## config.mk

```make
export PLATFORM = sky130hd
export DESIGN_NAME = img2col_loader
export DESIGN_NICKNAME = d
export VERILOG_FILES = /design/src/rtl/img2col_pkg.sv /design/src/rtl/img2col_addr_gen.sv /design/src/rtl/img2col_loader.sv
export SDC_FILE = /design/constraint.sdc
export NUM_CORES = 1
export LEC_CHECK = 0
export ABC_AREA = 1
export CAP_MARGIN = 20
export CORE_MARGIN = 10
export CORE_UTILIZATION = 57
export CTS_CLUSTER_SIZE = 12
export DETAILED_ROUTE_END_ITERATION = 12
export DONT_BUFFER_PORTS = 1
export HOLD_SLACK_MARGIN = 0.02
export PLACE_DENSITY = 0.75
export SYNTH_ARGS = -nofsm -noshare
export SYNTH_HDL_FRONTEND = slang
export SYNTH_SLANG_ARGS = --single-unit
```

## constraint.sdc

```tcl
create_clock -name clk -period 1.73 [get_ports clk]
set_input_delay 0.173 -clock clk [delete_from_list [all_inputs] [get_ports clk]]
set_output_delay 0.173 -clock clk [all_outputs]
set_load 0.005 [all_outputs]
```

## src/rtl/img2col_pkg.sv

```systemverilog
// Shared definitions for the img2col loader: FSM state encoding, default
// parameter values and the register-pair count per PU.
package img2col_pkg;

  localparam int ROW_DEF         = 28;
  localparam int DATA_WIDTH_DEF  = 16;
  localparam int REG_NUM_DEF     = 20;
  localparam int ADDRESS_NUM_DEF = 5;

  // Two registers are written per beat, so each PU takes REG_NUM/2 beats.
  localparam int PAIRS = REG_NUM_DEF / 2;

  typedef enum logic [2:0] {
    ST_IDLE  = 3'd0,
    ST_LOAD  = 3'd1,
    ST_FIRE  = 3'd2,
    ST_DRAIN = 3'd3,
    ST_DONE  = 3'd4
  } state_e;

  // A round count of zero means a single round.
  function automatic logic [5:0] eff_rounds(input logic [5:0] r);
    return (r == 6'd0) ? 6'd1 : r;
  endfunction

endpackage

```

## src/rtl/img2col_addr_gen.sv

```systemverilog
// Pair counter (k) and PU counter for the LOAD phase. k steps once per
// accepted beat and wraps after the last register pair, advancing the PU.
// last_o flags the final pair of the final PU; stepping on it wraps both.
module img2col_addr_gen #(
  parameter int ROW   = 28,
  parameter int PAIRS = 10
) (
  input  logic       clk,
  input  logic       rst,
  input  logic       clr_i,
  input  logic       step_i,
  output logic [5:0] k_o,
  output logic [5:0] pu_o,
  output logic       last_o
);

  localparam logic [5:0] K_LAST  = 6'(PAIRS - 1);
  localparam logic [5:0] PU_LAST = 6'(ROW - 1);

  logic [5:0] k_q;
  logic [5:0] pu_q;

  assign k_o    = k_q;
  assign pu_o   = pu_q;
  assign last_o = (k_q == K_LAST) && (pu_q == PU_LAST);

  // Advance k per accepted beat; wrap into the next PU after the last pair.
  always_ff @(posedge clk) begin
    if (rst || clr_i) begin
      k_q  <= '0;
      pu_q <= '0;
    end else if (step_i) begin
      if (k_q == K_LAST) begin
        k_q  <= '0;
        pu_q <= last_o ? '0 : pu_q + 6'd1;
      end else begin
        k_q <= k_q + 6'd1;
      end
    end
  end

endmodule

```

## src/rtl/img2col_loader.sv

```systemverilog
// img2col loader: streams pixel pairs into a vector of PUs, fires a compute
// pulse, then walks the PU vector for window readout, repeated per round.
// Optional build macro IMG2COL_LOADER_STATS_EN adds beat/stall counters.
//
// state | meaning
// IDLE  | waiting for go
// LOAD  | accepting pixel pairs, writing PU registers
// FIRE  | one-cycle compute trigger
// DRAIN | per-PU readout handshake
// DONE  | one-cycle frame-complete pulse
module img2col_loader
  import img2col_pkg::*;
#(
  parameter int ROW         = ROW_DEF,
  parameter int DATA_WIDTH  = DATA_WIDTH_DEF,
  parameter int REG_NUM     = REG_NUM_DEF,
  parameter int ADDRESS_NUM = ADDRESS_NUM_DEF
) (
  input  logic                    clk,
  input  logic                    rst,
  input  logic                    go,
  input  logic [5:0]              cfg_rounds,
  input  logic                    s_valid,
  output logic                    s_ready,
  input  logic [2*DATA_WIDTH-1:0] s_data,
  output logic [DATA_WIDTH-1:0]   new1,
  output logic [DATA_WIDTH-1:0]   new2,
  output logic [ADDRESS_NUM-1:0]  adrs_in1,
  output logic [ADDRESS_NUM-1:0]  adrs_in2,
  output logic                    wr_en,
  output logic [5:0]              PU_No,
  output logic [5:0]              round,
  output logic                    start,
  output logic                    out_valid,
  input  logic                    out_ready,
  output logic                    busy,
  output logic                    done
`ifdef IMG2COL_LOADER_STATS_EN
  ,
  output logic [31:0]             stat_beats,
  output logic [31:0]             stat_stalls
`endif
);

  localparam int         PAIRS_N = REG_NUM / 2;
  localparam logic [5:0] PU_LAST = 6'(ROW - 1);

  state_e state_q, state_d;

  logic [5:0]             rounds_q;
  logic [5:0]             round_q;
  logic [5:0]             pu_no_q;
  logic [DATA_WIDTH-1:0]  new1_q, new2_q;
  logic [ADDRESS_NUM-1:0] adrs1_q, adrs2_q;
  logic                   wr_en_q, start_q, busy_q, done_q;
  logic                   s_ready_q, out_valid_q;

  logic       accept;
  logic       drain_hs;
  logic       drain_last;
  logic       gen_clr;
  logic [5:0] gen_k, gen_pu;
  logic       gen_last;

  assign accept     = s_valid && s_ready_q;
  assign drain_hs   = out_valid_q && out_ready;
  assign drain_last = drain_hs && (pu_no_q == PU_LAST);

  // Restart pair/PU counting whenever a fresh LOAD phase begins.
  assign gen_clr = (state_d == ST_LOAD) && (state_q != ST_LOAD);

  img2col_addr_gen #(
    .ROW   (ROW),
    .PAIRS (PAIRS_N)
  ) u_addr_gen (
    .clk    (clk),
    .rst    (rst),
    .clr_i  (gen_clr),
    .step_i (accept),
    .k_o    (gen_k),
    .pu_o   (gen_pu),
    .last_o (gen_last)
  );

  // Next-state selection.
  always_comb begin
    state_d = state_q;
    case (state_q)
      ST_IDLE:  if (go) state_d = ST_LOAD;
      ST_LOAD:  if (accept && gen_last) state_d = ST_FIRE;
      ST_FIRE:  state_d = ST_DRAIN;
      ST_DRAIN: begin
        if (drain_last) begin
          state_d = (round_q == (rounds_q - 6'd1)) ? ST_DONE : ST_LOAD;
        end
      end
      ST_DONE:  state_d = ST_IDLE;
      default:  state_d = ST_IDLE;
    endcase
  end

  // State register, registered control outputs and the PU write/readout datapath.
  always_ff @(posedge clk) begin
    if (rst) begin
      state_q     <= ST_IDLE;
      rounds_q    <= '0;
      round_q     <= '0;
      pu_no_q     <= '0;
      new1_q      <= '0;
      new2_q      <= '0;
      adrs1_q     <= '0;
      adrs2_q     <= '0;
      wr_en_q     <= 1'b0;
      start_q     <= 1'b0;
      busy_q      <= 1'b0;
      done_q      <= 1'b0;
      s_ready_q   <= 1'b0;
      out_valid_q <= 1'b0;
    end else begin
      state_q     <= state_d;
      busy_q      <= (state_d != ST_IDLE);
      s_ready_q   <= (state_d == ST_LOAD);
      out_valid_q <= (state_d == ST_DRAIN);
      start_q     <= (state_d == ST_FIRE);
      done_q      <= (state_d == ST_DONE);
      wr_en_q     <= accept;

      // PU_No shows the PU that owns the pair being written this cycle.
      if (accept) begin
        new1_q  <= s_data[DATA_WIDTH-1:0];
        new2_q  <= s_data[2*DATA_WIDTH-1:DATA_WIDTH];
        adrs1_q <= ADDRESS_NUM'({gen_k, 1'b0});
        adrs2_q <= ADDRESS_NUM'({gen_k, 1'b1});
        pu_no_q <= gen_pu;
      end

      case (state_q)
        ST_IDLE: begin
          if (go) begin
            rounds_q <= eff_rounds(cfg_rounds);
            round_q  <= '0;
            pu_no_q  <= '0;
          end
        end
        ST_FIRE: pu_no_q <= '0;
        ST_DRAIN: begin
          if (drain_hs) begin
            if (pu_no_q == PU_LAST) begin
              if (round_q != (rounds_q - 6'd1)) begin
                round_q <= round_q + 6'd1;
                pu_no_q <= '0;
              end
            end else begin
              pu_no_q <= pu_no_q + 6'd1;
            end
          end
        end
        default: ;
      endcase
    end
  end

  assign s_ready   = s_ready_q;
  assign new1      = new1_q;
  assign new2      = new2_q;
  assign adrs_in1  = adrs1_q;
  assign adrs_in2  = adrs2_q;
  assign wr_en     = wr_en_q;
  assign PU_No     = pu_no_q;
  assign round     = round_q;
  assign start     = start_q;
  assign out_valid = out_valid_q;
  assign busy      = busy_q;
  assign done      = done_q;

`ifdef IMG2COL_LOADER_STATS_EN
  logic [31:0] stat_beats_q, stat_stalls_q;

  // Saturating counters of accepted beats and stalled readout cycles; cleared per frame.
  always_ff @(posedge clk) begin
    if (rst || ((state_q == ST_IDLE) && go)) begin
      stat_beats_q  <= '0;
      stat_stalls_q <= '0;
    end else begin
      if (accept && (stat_beats_q != '1)) begin
        stat_beats_q <= stat_beats_q + 32'd1;
      end
      if ((state_q == ST_DRAIN) && !out_ready && (stat_stalls_q != '1)) begin
        stat_stalls_q <= stat_stalls_q + 32'd1;
      end
    end
  end

  assign stat_beats  = stat_beats_q;
  assign stat_stalls = stat_stalls_q;
`endif

endmodule
```

# Word-level counts from Yosys, hierarchy flattened
# Index checks and enable logic that the tools add are counted.
# word_totals
register_bits	80
# op_classes
n_addsub	5
n_eq_ne	17
mux	19
n_reduce_logical	14
# op_table
operator	n
6-bit two-way mux	12
6-bit by 1-bit adder with 6-bit output (second input constant)	4
6-bit case mux with 3 select lines	1
3-bit by 2-bit == test with 1-bit output (second input constant)	4
6-bit by 5-bit == test with 1-bit output (second input constant)	2
3-bit two-way mux	4
3-bit case mux with 4 select lines	1
6-bit case mux with 2 select lines	1
2-bit != test (second input constant)	4
3-bit by 1-bit == test with 1-bit output (second input constant)	2
6-bit by 4-bit == test with 1-bit output (second input constant)	1
6-bit == test	1
1-bit logical AND	6
6-bit zero test	1
6-bit != test	1
6-bit by 1-bit subtractor with 6-bit output (second input constant)	1
5-bit AND reduction	1
2-bit AND reduction	2
3-bit == test (second input constant)	1
3-bit zero test	1
3-bit by 1-bit != test with 1-bit output (second input constant)	1
3-bit nonzero test	1
2-bit nonzero test	1
1-bit logical OR	1

# Logic depth before layout (Yosys ltp)
# Gate-level depths: netlist of run 1.
# logic_depth
word_depth	8
ltp_mapped	14
mapped_depth_nobuf	14

# By module
# A second synthesis of run 1 with hierarchy kept.
# unflattened
hier_cells	495
area_unflattened_um2	3547.2
# by_module_without_submodules
module	n_inst	cells_each	area_per_inst_um2	seq_area_each_um2
img2col_loader	1	405	2907.8	1281.2
img2col_addr_gen	1	90	639.4	240.2

# Worst setup path after synthesis of run 1
# Ideal clock, no wire load.
# synth_timing
kind	flip-flop to flip-flop
from	register rounds_q[0]
to	register u_addr_gen.pu_q[1], in the netlist u_addr_gen.pu_o[1]
arrival_time_ps	1636
required_ps	1664
slack_ps	28
path_stages_with_launch	15
n_path_buf	0
period_less_slack_ps	1702
cell_sequence	dfxtp_1 > inv_2 > ha_1 > inv_1 > nand2_1 > nand2_1 > nor2_1 > nand2_1 > nor2_2 > nand3_2 > nand2_2 > nand2_4 > nand2_4 > nand2_2 > a21oi_2
# synth_via
elab_chain_len	8
# synth_lines
item	line_no	source
start: declaration	img2col_loader.sv:50	logic [5:0] rounds_q;
start signal: assignment	img2col_loader.sv:140	rounds_q <= eff_rounds(cfg_rounds);
6-bit by 1-bit subtractor with 6-bit output	img2col_loader.sv:94	state_d = (round_q == (rounds_q - 6'd1)) ? ST_DONE : ST_LOAD;
6-bit == test	img2col_loader.sv:94	
3-bit two-way mux	img2col_loader.sv:94	
3-bit two-way mux	img2col_loader.sv:93	if (drain_last) begin
3-bit case mux with 4 select lines	img2col_loader.sv:88	case (state_q)
3-bit by 1-bit == test with 1-bit output	img2col_loader.sv:70	assign gen_clr = (state_d == ST_LOAD) && (state_q != ST_LOAD);
1-bit logical AND	img2col_loader.sv:70	
1-bit logical OR	img2col_addr_gen.sv:29	if (rst || clr_i) begin
end signal: assignment	img2col_addr_gen.sv:35	pu_q <= last_o ? '0 : pu_q + 6'd1;
end: declaration	img2col_addr_gen.sv:21	logic [5:0] pu_q;
# Every way passes these cells.
# A chain may end at the register's enable or synchronous reset.

# Worst setup path in the final report of run 1
# layout_timing
from	register rounds_q[0]
to	register u_addr_gen.pu_q[2], in the netlist u_addr_gen.pu_o[2]
# The elaborated chain is that of the path after synthesis.

==> results.md, run 1 <==
* Outcome: finished, violations left
* Failing checks: hold timing, setup timing
* Vias per inst at between 5 and 6
* Final Total Pwr at 0.003726 W
* CTS Root Cell: clkbuf_8
* Post-synth EDFFs at 0
* Die height at between 90 and 100 um
* Fin crit share at 102.2%
* Routed Wire Length at approximately 9.5 mm
* Vias at 3338
* Pre-CTS setup slack at -0.06144 ns
* Ys async rst share at 0%
* DIE WIDTH at between 90 and 100 um
* # diodes at 0
* Fin. max-slew vios at 0
* Post-route antenna net violation count at 0
* Tmin final at 1.767 ns
* Placed inst area at 3675 um^2
* Die area at 9605 um^2
* Clk_skew at 0.01091 ns
* Final hold vios at 20
* Mapped Cells at approximately 490
* Routed len/inst at approximately 15 um
* First-pass GRT wire length at ~16 mm
* Area delta synth->final at 26.37%
* Min Hold Slack at -0.1148 ns
* GRT Total Usage at between 10% and 20%
* Final setup violating endpoints at 10
* Number of nets in the layout at slightly below 600
* Main flop type after synthesis: dfxtp_1
* Maximum vdd drop at 674.9 uV
* TritonCTS clock tree: built
* Worst EP required at about 2.0 ns
* Critical path class: flop to flop
* Mapped Area at between 3000 and 4000 um^2
* GP Congestion at 0.9340
* Post-synth top area share at about 44%
* Antenna violations before repair at 0
* Row Count at 28
* Top post-synthesis cells by area: dfxtp_1, nor2_1, nand2_1, o21ai_0, inv_1
* Post-DP HPWL at between 6 and 7 mm
* Top post-synthesis cells by count: nor2_1, nand2_1, dfxtp_1, o21ai_0, inv_1
* Max frequency at approximately 570 MHz
* Maximum root-to-sink buffer count at 2
* Largest net degree at the start of global routing at 32
* Max_cap viols at 0
* # fillers at around 460
* RSZ-0062 raised after global routing: yes
* Mean Syn Cell Area at 7.093 um^2
* Cell taking the most area after synthesis: dfxtp_1
* Leakage at between 1.5 and 2 nW
* Power Dens Cells at between 800 and 900 nW/um^2
* CTS sink count at 76
* Core box area at 5921 um^2
* Synth Net Count at 538
* Reg clk slew, reported paths at 0.08 ns
* CTS buffer count at 9
* Initial drt markers at between 150 and 200
* # hold bufs at CTS at 35
* Layout cells sized above 1 at between 10% and 20%
* First drt pass iteration count at 5
* Final worst slack at -0.03748 ns
* Layout Utilization at between 70% and 80%
* Number of global-route vias before repair at around 3300
* Clock latency on the worst-skew pair at approximately 0.34 ns
* CP startpoint kind: flop
* Crit end category: flop
* YS warnings at 0
* CP arrival at between 2 and 2.5 ns
* Final instance area at approximately 4400 um^2
* Worst min path class: primary input to flop
* Worst Path Max Fanout at 8
* Post-synthesis sequential area ratio at about 44%
* Congestion Overflow GR at 0
* Port buffer count at 0
* # DRC at 0
* Synth cell types at 32
* Num ports at slightly above 100
* Seq cells post-synth at 76
* Initial Utilization at 58.58%
* Htree depth at 3
* Most frequent cell after synthesis: nor2_1
critical path: stages, from the launching register on:
cell and delay, ns:
dfxtp_2 0.35, inv_2 0.05, ha_4 0.26, inv_2 0.03, nand2_2 0.05, nand2_2 0.05
nor2_2 0.11, nand2_1 0.07, nor2_2 0.09, nand3_2 0.13, nand2_2 0.11, nand2_4 0.07
nand2_8 0.13, nand3_4 0.09, nor2_1 0.11
stage by stage:
stage,std cells,TNS (ns)
finish,625,-0.1293
global route,625,-3.493
CTS,622,-0.004501
detailed placement,571,-0.4120
global placement,571,0
floorplan,489,0
final cells by class:
type                            count  area, um^2  share of cell area (%)
Clock buffer                       10       137.6                   3.140
Clock inverter                      6       62.56                   1.427
Inverter                           46       175.2                   3.997
Multi-Input combinational cell    346        1799                   41.05
Sequential cell                    76        1524                   34.77
Tap cell                           75       93.84                   2.141
Timing Repair Buffer               66       590.6                   13.47
layer usage:
layer	track usage (%)	up-vias	wire length (um)
met4	6.152	0	138
met2	31.78	138	4625
li1	-	1676	-
met1	21.96	1509	3703
met5	0	-	0
met3	8.598	15	1063
path summary, 6_finish.rpt:
path	from	depth (start not counted)	slack (ns)	end
worst min-delay path	rst	1	-0.11	round[4]
worst max-delay path	rounds_q[0]	14	-0.04	u_addr_gen.pu_o[2]
worst min register to register	u_addr_gen.pu_o[1]	2	0.50	u_addr_gen.pu_o[1]
worst max register to register	rounds_q[0]	14	-0.04	u_addr_gen.pu_o[2]
cell usage in the layout (no fill, tap or decap), types with 5 or more instances in the layout:
master	n
a21oi_1	17
a21oi_2	6
buf_4	29
clkbuf_8	10
dfxtp_1	74
dlygate4sd3_1	35
ha_1	5
inv_1	38
inv_2	7
nand2_1	81
nand2_2	5
nand3_1	19
nand3_2	7
nand4_1	8
nor2_1	102
nor2_2	8
o21ai_0	49
xor2_1	14
kinds of logic after synthesis:
| kind of cell | Yosys count | share of synthesized area (%) |
|---|---|---|
| adder cells (fa/ha/maj) | 6 | 2.164 |
| XOR/XNOR | 17 | 4.293 |
| AO/OA/AOI/OAI | 77 | 11.69 |
| AND/OR/NAND/NOR | 245 | 30.02 |
| other | 1 | 0.1081 |
| flip-flops | 76 | 43.87 |
| buffers and inverters | 67 | 7.864 |
sequential cells by signal (all words and copies together) (netlist names), 3 cells and up:
register         cells
PU_No                6
u_addr_gen.k_o       6
u_addr_gen.pu_o      6
adrs_in2             5
new1                16
round                6
new2                16
state_q              3
rounds_q             6
where the power goes:
part | internal, W | total (W) | switching, W
sequential | 0.00183 | 0.00190 | 0.0000671
combinational | 0.000199 | 0.000455 | 0.000256
clock | 0.000706 | 0.00138 | 0.000669
timing repair:
item	4_1_cts	5_1_grt
pin swaps	4	14
endpoints found under the setup margin	23	30
setup buffers	0	3
endpoints found under the hold margin	55	20
gates cloned	0	0
resized for setup	8	27
Note: power is estimated with default switching activity, not from simulation.
==> inputs of run 2 (changes only) <==
Settings changed: ABC_AREA 1 to not set.
==> run 2 against run 1 <==
Compared with the run above: the run ends with setup timing left; critical path depth fell by 8; utilization rose by 2.7 points; combinational power fell by 4.6%; via count shrank 1.5%; clock skew barely moved; critical path type unchanged.
==> results.md, run 2 <==
* Outcome: finished, violations left (unchanged)
* Failing checks: setup timing (was hold timing, setup timing)
* # DRC at 0 (unchanged)
* Routed len/inst at 18.93 um (was 15.25 um)
* Most frequent cells in the layout: nand2_1, dfxtp_1, a21oi_1 (was nor2_1, nand2_1, dfxtp_1)
* Layout cells sized above 1 at 21.15% (was 16.73%)
* Area delta synth->final at 29.45% (was 26.37%)
* Port buffer count at 0 (unchanged)
* Critical path class: flop to flop (unchanged)
* Mux share of post-synthesis cell area at 5.174% (was 0%)
* TritonCTS clock tree: built (unchanged)
* Post-synthesis sequential area ratio at 43.09% (was 43.87%)
* Reg clk slew, reported paths at 0.08 ns (about the same)
* Clk_skew at 0.01106 ns (was 0.01091 ns)
* Core box area at 5956 um^2 (was 5921 um^2)
* # fillers at 413 (was 456)
* Fin crit share at 110.4% (was 102.2%)
* Most frequent cell after synthesis: nand2_1 (was nor2_1)
* Main flop type after synthesis: dfxtp_1 (unchanged)
* R2R Setup Slk at -0.18 ns (was -0.04 ns)
* Top post-synthesis cells by count: nand2_1, dfxtp_1, a21oi_1, clkbuf_1, nor2_1 (was nor2_1, nand2_1, dfxtp_1, o21ai_0, inv_1)
* Ys async rst share at 0% (unchanged)
* Met3 Track Usage GR at 7.821% (was 8.598%)
* Congestion Overflow GR at 0 (unchanged)
* Max_cap viols at 0 (unchanged)
* Mapped Cells at 422 (was 489)
* Final worst slack at -0.1802 ns (was -0.03748 ns)
* Post-synthesis simple-gate area fraction at 26.15% (was 30.01%)
* Htree depth at 3 (unchanged)
* CP arrival at 2.16 ns (was 2.04 ns)
* CTS buffer count at 9 (unchanged)
* Final setup violating endpoints at 27 (was 10)
* Seq cells post-synth at 76 (unchanged)
* Synth cell types at 48 (was 32)
* Leakage at 1.681 nW (was 1.813 nW)
* Fin. max-slew vios at 0 (unchanged)
* Die area at 9743 um^2 (was 9605 um^2)
* CTS Root Cell: clkbuf_8 (unchanged)
* Layout Utilization at 76.74% (was 74.03%)
* DIE WIDTH at 98.71 um (was 98.01 um)
* Maximum vdd drop at 865.5 uV (was 674.9 uV)
* Antenna violations before repair at 1 (was 0)
* Number of global-route vias before repair at 3235 (was 3309)
* Num ports at 103 (unchanged)
* Post-synth EDFFs at 0 (unchanged)
* Pre-CTS setup slack at -0.1810 ns (was -0.06144 ns)
* First drt pass iteration count at 4 (was 5)
* Initial drt markers at 180 (was 156)
* First-pass GRT wire length at 16.65 mm (was 15.81 mm)
* Post-synth top area share at 43.09% (was 43.87%)
* Power Dens Cells at 822.5 nW/um^2 (was 850.1 nW/um^2)
* Vias at 3287 (was 3338)
* Synth Net Count at 471 (was 538)
* Maximum root-to-sink buffer count at 2 (unchanged)
* Worst Path Max Fanout at 8 (unchanged)
* Compound-Gate Fraction of Synth Area at 14.17% (was 11.69%)
* XOR/XNOR share of the synthesized area at 4.217% (was 4.293%)
* Max frequency at 523.5 MHz (was 565.8 MHz)
* Main combinational cell family by area after synthesis: simple AND/OR/NAND/NOR gates (unchanged)
* Largest net degree at the start of global routing at 58 (was 32)
* Row Count at 28 (unchanged)
* Gr busiest metal: met2 (unchanged)
* Worst EP required at 1.98 ns (was 2.01 ns)
* Setup TNS at -2.178 ns (was -0.1293 ns)
* Die height at 98.71 um (was 98.01 um)
* Initial Utilization at 59.29% (was 58.58%)
* Post-route antenna net violation count at 0 (unchanged)
* GP Congestion at 0.8168 (was 0.9340)
* GRT Total Usage at 20.51% (was 19.34%)
* Number of nets in the layout at 532 (was 594)
* Mapped Area at 3531 um^2 (was 3468 um^2)
* Met2 Use GR at 35.80% (was 31.78%)
* Met1 GRT Util at 22.12% (was 21.96%)
* Mean Syn Cell Area at 8.367 um^2 (was 7.093 um^2)
* CP startpoint kind: flop (unchanged)
* YS warnings at 0 (unchanged)
* Most common cell after layout, fill and taps aside: nand2_1 (was nor2_1)
* Top post-synthesis cells by area: dfxtp_1, nand2_1, a21oi_1, mux2i_1, nor3_2 (was dfxtp_1, nor2_1, nand2_1, o21ai_0, inv_1)
* Routed Wire Length at 10.68 mm (was 9.531 mm)
* Crit end category: flop (unchanged)
* Adder-cell area share of the yosys netlist at 2.126% (was 2.165%)
* Tmin final at 1.910 ns (was 1.767 ns)
* Clock latency on the worst-skew pair at 0.35 ns (was 0.34 ns)
* Vias per inst at 5.828 (was 5.341)
* Final hold vios at 0 (was 20)
* CTS sink count at 76 (unchanged)
* Cell taking the most area after synthesis: dfxtp_1 (unchanged)
* Worst min path class: primary input to flop (unchanged)
* Post-DP HPWL at 6.445 mm (was 6.532 mm)
* RSZ-0062 raised after global routing: yes (unchanged)
run 2: changes by cell type after synthesis, moves of 7 or more:
| cell | previous run | this run |
|---|---|---|
| nor3_1 | 6 | 15 |
| mux2i_1 | 0 | 16 |
| inv_1 | 40 | 10 |
| nor3_2 | 0 | 12 |
| o21ai_0 | 49 | 7 |
| nand3_1 | 25 | 10 |
| or3_1 | 0 | 8 |
| a21oi_1 | 21 | 49 |
| nor2_1 | 108 | 18 |
| nand2_1 | 85 | 92 |
run 2: what timing repair did:
| action | in CTS | in global routing |
|---|---|---|
| gates resized for setup | 10 | 23 |
| hold endpoints to repair | 58 | 0 |
| buffers inserted | 2 | 5 |
| endpoints found under the setup margin | 28 | 28 |
| gates cloned | 0 | 0 |
| hold buffers | 39 | 0 |
| pin swaps | 7 | 12 |
run 2: cells by family (layout without fill, tap and decap cells):
kind of cell               count (synthesis)  in the layout
DFF                                       76             76
other                                      1              3
adders and majority gates                  6              6
and+or+nand+nor                          186            186
buffers and inverters                     39            104
xor gates and xnor gates                  17             17
muxes                                     18             18
AOI/OAI and AO/OA                         79             79
run 2: area by class of cell:
| type | count | area (um^2) | share of cell area (%) |
|---|---|---|---|
| clock inverter | 6 | 90.09 | 1.971 |
| sequential | 76 | 1524 | 33.34 |
| inverter | 10 | 37.54 | 0.8212 |
| timing repair buffer | 79 | 720.7 | 15.77 |
| multi-input combinational | 307 | 1976 | 43.22 |
| tap | 75 | 93.84 | 2.053 |
| clock buffer | 9 | 123.9 | 2.710 |
| antenna | 2 | 5.005 | 0.1095 |
run 2: stage by stage:
| stage | cells | total power, W | area, um^2 | hold slack [ns] |
|---|---|---|---|---|
| final | 564 | 0.003759 | 4571 | 0.04551 |
| after global routing | 563 | 0.003901 | 4568 | 0.04191 |
| after CTS | 557 | 0.003719 | 4418 | 0.03058 |
| after detailed placement | 501 | 0.002155 | 3756 | 0.2492 |
| after global placement | 501 | 0.002144 | 3756 | 0.2508 |
| after floorplan | 422 | 0.002098 | 3552 | 0.3090 |
run 2: where the power goes:
| group | internal (W) | switching [W] |
|---|---|---|
| Clock | 0.000807 | 0.000676 |
| Sequential | 0.00180 | 0.0000429 |
| Combinational | 0.000205 | 0.000229 |
run 2: critical path, cell delays in order, from the launching register on:
cell	delay [ns]
dfxtp_2	0.34
or4_4	0.54
o21ai_2	0.14
and4bb_4	0.32
buf_4	0.14
nand2_4	0.09
o31ai_1	0.25
run 2: path summary, 6_finish.rpt:
path,start,endpoint,depth (start not counted)
max reg2reg,rounds_q[1],PU_No[0],6
min,rst,PU_No[1],2
max,rounds_q[1],PU_No[0],6
min reg2reg,new1[13],new1[13],2
run 2: routing by layer:
| layer | up-vias | wire [um] |
|---|---|---|
| met5 | - | 0 |
| met4 | 0 | 323 |
| met3 | 30 | 938 |
| met2 | 140 | 5571 |
| met1 | 1547 | 3842 |
| li1 | 1570 | - |
==> inputs of run 3 (changes only) <==
Settings changed: CORE_UTILIZATION 57 to 59, CTS_BUF_LIST set to sky130_fd_sc_hd__clkbuf_8, PLACE_DENSITY 0.75 to 0.78, REMOVE_ABC_BUFFERS set to 1.
==> run 3 against run 2 <==
Compared with the run above: the flow still finishes with violations (setup timing); count of clock-buffer cells in the layout is the same; critical path depth is 1 lower; cell area is 1.9% lower; non-clock buffer count grew 5; routed wire length fell by 5.9%; global-route usage shrank 0.25 points; worst setup slack better by 0.012 ns; utilization fell by 0.14 points; sequential power is essentially flat; via count fell by 1.9%; maximum frequency up 0.65%; critical path type unchanged.
==> results.md, run 3 (synthesis results as in run 2) <==
* Area delta synth->final at 26.93% (was 29.45%)
* Worst min path class: primary input to flop (unchanged)
* Core box area at 5851 um^2 (was 5956 um^2)
* Final hold vios at 0 (unchanged)
* Num ports at 103 (unchanged)
* CTS buffer count at 9 (unchanged)
* Clk_skew at 0.01113 ns (was 0.01106 ns)
* Fin crit share at 109.7% (was 110.4%)
* Leakage at 1.691 nW (was 1.681 nW)
* Power Dens Cells at 783.4 nW/um^2 (was 822.5 nW/um^2)
* Final setup violating endpoints at 28 (was 27)
* Vias at 3224 (was 3287)
* Most frequent cells in the layout: nand2_1, dfxtp_1, a21oi_1 (unchanged)
* Congestion Overflow GR at 0 (unchanged)
* CTS sink count at 76 (unchanged)
* Worst Path Max Fanout at 7 (was 8)
* Initial drt markers at 189 (was 180)
* # DRC at 0 (unchanged)
* Vias per inst at 5.676 (was 5.828)
* Crit end category: flop (unchanged)
* Critical path class: flop to flop (unchanged)
* Worst slew pin tran at 0.6508 ns
* RSZ-0062 raised after global routing: yes (unchanged)
* Number of global-route vias before repair at 3168 (was 3235)
* Initial Utilization at 60.35% (was 59.29%)
* CTS Root Cell: clkbuf_8 (unchanged)
* # diodes at 0 (was 2)
* Min Hold Slack at 0.04368 ns (was 0.04551 ns)
* Port buffer count at 0 (unchanged)
* Maximum vdd drop at 653.6 uV (was 865.5 uV)
* Final Total Pwr at 0.003511 W (was 0.003759 W)
* Most common cell after layout, fill and taps aside: nand2_1 (unchanged)
* Final instance area at 4482 um^2 (was 4571 um^2)
* Antenna violations before repair at 0 (was 1)
* Reg clk slew, reported paths at 0.09 ns (was 0.08 ns)
* Failing checks: setup timing (unchanged)
* Max frequency at 526.9 MHz (was 523.5 MHz)
* Placed inst area at 3807 um^2 (was 3756 um^2)
* First-pass GRT wire length at 16.22 mm (was 16.65 mm)
* DIE WIDTH at 97.36 um (was 98.71 um)
* Max_cap viols at 0 (unchanged)
* Post-route antenna net violation count at 0 (unchanged)
* Htree depth at 3 (unchanged)
* Outcome: finished, violations left (unchanged)
* Layout Utilization at 76.60% (was 76.74%)
* Layout cells sized above 1 at 19.47% (was 21.15%)
* Tmin final at 1.898 ns (was 1.910 ns)
* Rel. slew slack at a little under three fifths
* First drt pass iteration count at 4 (unchanged)
* CP arrival at 2.19 ns (was 2.16 ns)
* Routed Wire Length at 10.05 mm (was 10.68 mm)
* Largest net degree at the start of global routing at 60 (was 58)
* CP startpoint kind: flop (unchanged)
* Fin. max-slew vios at 0 (unchanged)
* Routed len/inst at 17.69 um (was 18.93 um)
* TritonCTS clock tree: built (unchanged)
* GP Congestion at 0.8454 (was 0.8168)
* Clock latency on the worst-skew pair at 0.36 ns (was 0.35 ns)
* Worst EP required at 2.02 ns (was 1.98 ns)
* Number of nets in the layout at 537 (was 532)
* Maximum root-to-sink buffer count at 2 (unchanged)
* Die height at 97.36 um (was 98.71 um)
* Post-DP HPWL at 6.437 mm (was 6.445 mm)
* GRT Total Usage at 20.26% (was 20.51%)
* Final worst slack at -0.1678 ns (was -0.1802 ns)
* Die area at 9479 um^2 (was 9743 um^2)
* Row Count at 28 (unchanged)
-- run 3: final cells by class --
| type | instances | area, um^2 |
|---|---|---|
| flip-flops and latches | 76 | 1524 |
| multi-input cells | 307 | 1886 |
| clock inverters | 7 | 58.81 |
| inverters | 10 | 37.54 |
| clock buffers | 9 | 123.9 |
| fillers | 409 | 1369 |
| repair buffers | 84 | 758.2 |
| well taps | 75 | 93.84 |
-- run 3: metal layers --
metal | global-route usage, % | part of all wire (%)
met5 | 0 | 0
met2 | 33.11 | 49
met3 | 6.828 | 9.3
met1 | 23.65 | 40
met4 | 8.389 | 1.6
-- run 3: worst max-delay path: stages (launching register included) --
cell and delay, ns:
dfxtp_2 0.34, or4_4 0.54, nor3_2 0.13, and4bb_4 0.26
a2111oi_4 0.37, mux2i_1 0.21
-- run 3: report_power, final --
group / switching, W / internal (W) / leakage, nW
Combinational: 0.000211 / 0.000201 / 0.987
Sequential: 0.0000415 / 0.00180 / 0.617
Clock: 0.000719 / 0.000540 / 0.0868
-- run 3: path summary, 6_finish.rpt --
path	from	end	slack, ns	cells after the start
worst min register to register	new1[2]	new1[2]	0.48	2
worst max register to register	rounds_q[0]	round[5]	-0.17	5
worst min-delay path	rst	PU_No[4]	0.04	2
worst max-delay path	rounds_q[0]	round[5]	-0.17	5
-- run 3: through the flow --
| step | setup WS (ns) | setup TNS [ns] | cells |
|---|---|---|---|
| after floorplan | -0.4958 | -9.557 | 393 |
| after global placement | -0.1441 | -1.749 | 509 |
| after detailed placement | -0.2101 | -2.675 | 509 |
| after CTS | -0.1225 | -1.943 | 567 |
| after global routing | -0.2770 | -6.091 | 568 |
| final | -0.1678 | -2.785 | 568 |
-- run 3: what timing repair did --
| item | in CTS | in global routing |
|---|---|---|
| hold buffers | 39 | 0 |
| pin swaps | 0 | 3 |
| resized for setup | 7 | 9 |
| endpoints found under the setup margin | 28 | 29 |
| setup buffers | 3 | 1 |
| endpoints found under the hold margin | 60 | 0 |
